File: src/rtl/updn_bounce_counter_pkg.sv
// Shared types for the bounded up/down/bounce counter.
// Mode encoding and direction constants.
package updn_counter_pkg;

    typedef enum logic [1:0] {
        UP_WRAP   = 2'd0,
        DOWN_WRAP = 2'd1,
        BOUNCE    = 2'd2,
        MODE_RSVD = 2'd3
    } mode_e;

    localparam logic DIR_UP   = 1'b0;
    localparam logic DIR_DOWN = 1'b1;

endpackage

File: src/rtl/updn_bounce_counter.sv
// Bounded counter: wrap-up, wrap-down or ping-pong between runtime lo/hi bounds.
// Latency: one edge for count, load and terminal-count; cfg_err is combinational.
// Backpressure: none; en gates advance, load and reset override it.
module updn_bounce_counter
    import updn_counter_pkg::*;
#(
    parameter int WIDTH        = 4,
    parameter bit HOLD_AT_ENDS = 1'b1
) (
    input  logic             clk,
    input  logic             reset,
    input  logic             en,
    input  logic [1:0]       mode,
    input  logic [WIDTH-1:0] lo,
    input  logic [WIDTH-1:0] hi,
    input  logic             load,
    input  logic [WIDTH-1:0] load_val,
    output logic [WIDTH-1:0] cont,
    output logic             dir,
    output logic             tc,
    output logic             cfg_err
);

    localparam logic [WIDTH-1:0] ONE = WIDTH'(1);

    mode_e            cur_mode;
    logic [WIDTH-1:0] nxt_cont;
    logic             nxt_dir;
    logic             nxt_tc;
    logic             out_of_range;

    assign cur_mode     = mode_e'(mode);
    assign cfg_err      = (lo > hi);
    assign out_of_range = (cont < lo) || (cont > hi);

    always_comb begin
        nxt_cont = cont;
        nxt_dir  = dir;
        nxt_tc   = 1'b0;
        if (load) begin
            nxt_cont = load_val;
            if (cur_mode == UP_WRAP)
                nxt_dir = DIR_UP;
            else if (cur_mode == DOWN_WRAP)
                nxt_dir = DIR_DOWN;
        end else if (en && !cfg_err && cur_mode != MODE_RSVD) begin
            if (out_of_range) begin
                // Snap back to the bound the current mode would start from.
                nxt_cont = (cur_mode == DOWN_WRAP) ? hi : lo;
                nxt_dir  = (cur_mode == DOWN_WRAP) ? DIR_DOWN : DIR_UP;
            end else begin
                case (cur_mode)
                    UP_WRAP: begin
                        nxt_dir = DIR_UP;
                        if (cont == hi) begin
                            nxt_cont = lo;
                            nxt_tc   = 1'b1;
                        end else begin
                            nxt_cont = cont + ONE;
                        end
                    end
                    DOWN_WRAP: begin
                        nxt_dir = DIR_DOWN;
                        if (cont == lo) begin
                            nxt_cont = hi;
                            nxt_tc   = 1'b1;
                        end else begin
                            nxt_cont = cont - ONE;
                        end
                    end
                    BOUNCE: begin
                        if (lo == hi) begin
                            nxt_dir = ~dir;
                            nxt_tc  = 1'b1;
                        end else if (dir == DIR_UP) begin
                            if (cont < hi) begin
                                nxt_cont = cont + ONE;
                            end else begin
                                nxt_dir  = DIR_DOWN;
                                nxt_tc   = 1'b1;
                                nxt_cont = HOLD_AT_ENDS ? cont : hi - ONE;
                            end
                        end else begin
                            if (cont > lo) begin
                                nxt_cont = cont - ONE;
                            end else begin
                                nxt_dir  = DIR_UP;
                                nxt_tc   = 1'b1;
                                nxt_cont = HOLD_AT_ENDS ? cont : lo + ONE;
                            end
                        end
                    end
                    default: ;
                endcase
            end
        end
    end

    always_ff @(posedge clk) begin
        if (reset) begin
            cont <= '0;
            dir  <= DIR_UP;
            tc   <= 1'b0;
        end else begin
            cont <= nxt_cont;
            dir  <= nxt_dir;
            tc   <= nxt_tc;
        end
    end

endmodule

File: config.mk
export PLATFORM = sky130hd
export DESIGN_NAME = updn_bounce_counter
export DESIGN_NICKNAME = d
export VERILOG_FILES = /design/src/rtl/updn_bounce_counter_pkg.sv /design/src/rtl/updn_bounce_counter.sv
export SDC_FILE = /design/constraint.sdc
export NUM_CORES = 1
export LEC_CHECK = 0
export ABC_AREA = 1
export CORE_UTILIZATION = 52
export CTS_CLUSTER_SIZE = 30
export DETAILED_ROUTE_END_ITERATION = 10
export HOLD_SLACK_MARGIN = 0.1
export PLACE_DENSITY_LB_ADDON = 0.1
export SETUP_SLACK_MARGIN = 0.02
export SYNTH_ARGS = -nofsm -noshare
export SYNTH_HDL_FRONTEND = slang
export SYNTH_SLANG_ARGS = --single-unit
File: constraint.sdc
create_clock -name clk -period 2.3 [get_ports clk]
set_clock_uncertainty 0.1 [all_clocks]
set_input_delay 0.23 -clock clk [delete_from_list [all_inputs] [get_ports clk]]
set_output_delay 0.23 -clock clk [all_outputs]
set_load 0.01 [all_outputs]
== After elaboration in Yosys (flattened, before gate mapping) ==
Cells that the tools add are included.
Word-level totals
  logic and storage cells: 61
  register bits: 6
Cells by class
  eq/ne operators: 10
  $add $sub $neg: 2
  muxes and demuxes: 28
  $lt $le $gt $ge: 5
  reduce and logical (&&, ||, !) cells: 11
  bitwise logic cells: 2
Operators by type and width (number)
  $mux 4: 10
  $mux 1: 15
  $eq 4x4->1: 3
  $gt 4x4->1: 3
  $pmux 4 s3: 1
  $ne 5x5->1 const B: 2
  $lt 4x4->1: 2
  $pmux 1 s3: 2
  $reduce_and 5->1: 1
  $reduce_bool 5->1: 1
  $add 4x1->4 const B: 1
  $ne 4x4->1 const B: 1
  $reduce_bool 4->1: 1
  $reduce_or 4->1: 1
  $sub 4x1->4 const B: 1
  $ne 3x1->1 const B: 1
  $reduce_and 3->1: 1
  $eq 2x1->1 const B: 1
  $eq 2x2->1 const B: 1
  $logic_and 1x1->1: 2
  $logic_not 2->1: 1
  $ne 2x2->1 const B: 1
  $not 1->1: 2
  $reduce_bool 2->1: 1
  2 further kinds: 2

== Longest topological paths before layout ==
  depth in word-level cells: 8
  gate-level depth with buffers: 16
  depth with buffers taken out: 16

== Worst setup path before layout ==
Ideal clock, no wire load.
  path type: register to register
  from: register cont[0]
  to: register cont[2]
  cell stages (with the launch flop): 14
  data required time: 2086 ps
  path buffers: 0
  library setup time: 114 ps
  path slack: 406 ps
  period minus slack after synthesis: 1894 ps
  arrival time: 1680 ps
  cell sequence: dfxtp_1 inv_1 ha_1 nand2_1 nor2_4 inv_2 nand2_4 nand3_4 nor2_4 nand2_2 nand2_4 inv_4 nor2_1 nor2_2
Between the ends
  word-level cells in the longest chain between the ends: 8
  elaborated cells between the ends (all ways): 24
Ends and longest elaborated chain
  from (decl): RTL line updn_bounce_counter.sv:18  | output logic [WIDTH-1:0] cont,
  from (signal assigned): RTL line updn_bounce_counter.sv:105  | cont <= nxt_cont;
  $add 4x1->4 / $sub 4x1->4 (equally long branches)
  $mux 4 (on tied branches): RTL line updn_bounce_counter.sv:76, updn_bounce_counter.sv:84
  $mux 4: RTL line updn_bounce_counter.sv:75  | end else if (dir == DIR_UP) begin
  $mux 4: RTL line updn_bounce_counter.sv:72  | if (lo == hi) begin
  $pmux 4 s3: RTL line updn_bounce_counter.sv:52  | case (cur_mode)
  $mux 4: RTL line updn_bounce_counter.sv:47  | if (out_of_range) begin
  $mux 4: RTL line updn_bounce_counter.sv:46  | end else if (en && !cfg_err && cur_mode != MODE_RSVD) begin
  $mux 4: RTL line updn_bounce_counter.sv:40  | if (load) begin
Several ways; a longest one is shown, not always the timed one. The select of a mux whose other input is x is not followed.
A chain may end at the register's enable or synchronous reset.

== Final worst setup path ==
  from: input port lo[3]
  to: register cont[0]
Between the ends
  word-level cells in the longest chain between the ends: 6
  elaborated cells between the ends (all ways): 20
Ends and longest elaborated chain
  from (decl): RTL line updn_bounce_counter.sv:14  | input logic [WIDTH-1:0] lo,
  $gt 4x4->1 / $eq 4x4->1 (equally long branches): RTL line updn_bounce_counter.sv:33, updn_bounce_counter.sv:64
  $logic_not 1->1 / $mux 4 (equally long branches): RTL line updn_bounce_counter.sv:46, updn_bounce_counter.sv:64
  $logic_and 1x1->1 / $pmux 4 s3 (equally long branches): RTL line updn_bounce_counter.sv:46, updn_bounce_counter.sv:52
  $logic_and 1x1->1 / $mux 4 (equally long branches): RTL line updn_bounce_counter.sv:46, updn_bounce_counter.sv:47
  $reduce_bool 2->1 (no source line) / $mux 4 (equally long branches)
  $reduce_and 5->1 (no source line) / $mux 4 (equally long branches)
Several ways; a longest one is shown, not always the timed one. The select of a mux whose other input is x is not followed.

==> out/metrics.yaml <==
outcome:
  outcome: "completed"
global_routing:
  grt_overflow_total: 0
  track_usage_pct: 31.1
  grt_pass1_wl_um: 6130
  antenna_found_initial: 0
  grt_pass1_vias: 1411
  grt_max_degree: 14
yosys:
  synth_edf_count: 0
  yosysWarnings: 0
  synth_top_cell_area_share_pct: 18.7
  synth_fa_ha_area_share_pct: 18.1
  ys_ff_latch: 6
  synthCells: 214
  synthMuxAreaShare_pct: 0
  synth.distinct_cells: 27
  yosys.area_share.xor_xnor_pct: 2.11
  synth_area_sq_mm: 0.00125
  synth-simple-area-share_pct: 47.2
  yosysSeqAreaShare_pct: 9.63
  synth_top_family_by_area: "simple AND/OR/NAND/NOR gates"
  dominantRegCellSynth: "dfxtp_1"
  netlist_top_cells_count: "62 x nand2_1, 33 x inv_1, 20 x nor2_1, 19 x nand3_1, 18 x ha_1"
  yosysTopAreaCell: "nand2_1"
  synth_compound_area_share_pct: 10.8
  yosysMostFrequentCell: "nand2_1"
  synth_area_leaders: "nand2_1 19%, ha_1 18%, inv_1 9.9%, dfxtp_1 9.6%, nand3_1 7.6%"
  synthArstFlopShare_pct: 0
  avgSynthCellArea_sq_um: 5.83
  synthesis.nets: 250
clock_tree:
  cts_tree: "built"
  clk_pin_slew_ns: 0.04
  clockBufferDepth: 2
  h-tree-depth: 1
  clk_latency_ns: 0.23
  holdBufCountCts: 0
  cts_made_buffers: 3
  clock-root-buffer: "clkbuf_4"
  postCtsSetupRepairBufs: 0
  cts.sinks: 6
die:
  die_w_um: 51.0
  io-pin-count: 25
  dieArea_sq_mm: 0.00260
  core-area_sq_mm: 0.00223
  start_util_pct: 55.9
  fp.dieH_um: 51.0
  fp-row-count: 17
sta:
  setup_tns_ns: 0
  hold_slack_ns: 0.475
  rsz0062_at_grt: "yes"
  slew_headroom_pct: 71.3
  min_period_ns: 2.16
  drv_slew: 0
  worst_pin_slew_ns: 0.429
  hold_viol_final: 0
  fmax_ghz: 0.463
  fin_crit_sh_pct: 94.0
  finalSetupViolCount: 0
drt:
  vias_per_cell: 5.23
  antenna_left: 0
  postRouteWirelength_um: 3500
  drtIter0Drc: 46
  drcViolationCount: 0
  wl_per_cell_um: 12.5
  vias: 1469
  drt_first_pass_iters: 4
cells_and_area:
  finalNonFillerCells: 281
  final_core_util_pct: 73.7
  final_nets: 291
  layout-drive-gt1-share_pct: 16.2
  area_growth_pct: 32.0
  fillers: 193
  n_antenna_cell: 0
pwr:
  p_leak_nw: 0.854
  power_per_cell_area_mw_per_mm2: 424
  ir_drop_v: 0.000448
place:
  portBuffers: 24
  dpl.hpwl_um: 2970
  dp_cells: 278
  gp_congestion: 0.902
setup_path:
  critPathArrivalTime_ns: 2.22
  required_ns: 2.36
  startpoint_type: "input pin"
  crit_fanout: 8
  path_class: "input pin to flip-flop"
  timing.critical_path.to_type: "flip-flop"
flow_run:
  cap_violations: 0
worst_hold_path:
  hold_class: "flip-flop to flip-flop"
cells in the final DEF (no fill, tap or decap), drive strengths merged:
cell and instances:
xnor2 2, clkbuf 3, nand3 20, o211ai 1, clkdlybuf4s50 23, o21ai 10, xor2 1, a31oi 2
inv 36, or2 1, dfxtp 6, buf 15, ha 18, nor2 27, nand4 2, nand3b 2
a21oi 11, nand2 71, o22ai 1, dlygate4sd2 1
timing repair:
| action | in CTS | in global routing |
|---|---|---|
| setup endpoints to repair | 1 | 5 |
| gates cloned | 0 | 0 |
| hold endpoints to repair | 0 | 0 |
| resized for setup | 1 | 2 |
| pin swaps | 0 | 1 |
report_power, final:
group	total (mW)	internal (mW)	leakage [nW]	switching (mW)
registers	0.133	0.116	0.0495	0.0173
logic	0.474	0.202	0.791	0.272
clock network	0.0914	0.0587	0.0138	0.0327
total	0.699	0.376	0.854	0.322
sequential cells by signal, indices dropped and copies added (netlist names):
register	cells
tc	1
cont	4
dir	1
stage by stage:
stage	power (mW)	setup slack, ns	instance area (sq um)
3_5_place_dp	0.600	-0.0669	1620
3_3_place_gp	0.589	0.00310	1620
2_1_floorplan	0.434	0.406	1250
5_1_grt	0.764	0.0104	1650
6_report	0.699	0.139	1650
4_1_cts	0.696	0.175	1640
final timing paths:
| check | startpoint | endpoint | slack, ns | cells past startpoint |
|---|---|---|---|---|
| hold reg to reg | cont[0]$_SDFFE_PP0P_ | cont[0]$_SDFFE_PP0P_ | 0.47 | 2 |
| hold / removal | cont[0]$_SDFFE_PP0P_ | cont[0]$_SDFFE_PP0P_ | 0.47 | 2 |
| setup / recovery | lo[3] | cont[0]$_SDFFE_PP0P_ | 0.14 | 12 |
| setup reg to reg | cont[0]$_SDFFE_PP0P_ | cont[0]$_SDFFE_PP0P_ | 0.21 | 12 |
critical path, stage by stage:
cell	delay, ns
clkdlybuf4s50_1	0.54
inv_1	0.06
ha_1	0.32
nand2_2	0.12
nor2_4	0.07
o21ai_0	0.22
a21oi_1	0.11
nor2_1	0.12
nor2_1	0.05
nor2_1	0.14
nand2_1	0.07
a21oi_1	0.15
routing by layer:
metal  share of wire [%]  up-vias  routed length [um]  global-route usage, %
li1                    -      756                   -                      -
met2                  47       54                1660                   53.9
met4                 1.8        0                  63                   4.63
met1                  44      652                1560                   39.8
met5                   0        -                   0                      0
met3                 6.5        7                 226                   6.25
final cells by class:
class	instances	area, sq um	share of cell area (%)
well taps	28	35.0	2.13
inverters	36	138	8.36
repair buffers	39	352	21.4
clock buffers	3	22.5	1.37
multi-input cells	169	980	59.5
flip-flops and latches	6	120	7.29
kinds of logic after synthesis:
| logic type | count (synthesis) |
|---|---|
| AOI/OAI and AO/OA | 25 |
| and+or+nand+nor | 123 |
| buffers and inverters | 39 |
| xor gates and xnor gates | 3 |
| DFF | 6 |
| adders and majority gates | 18 |
Power figures use the tool's default switching activity.
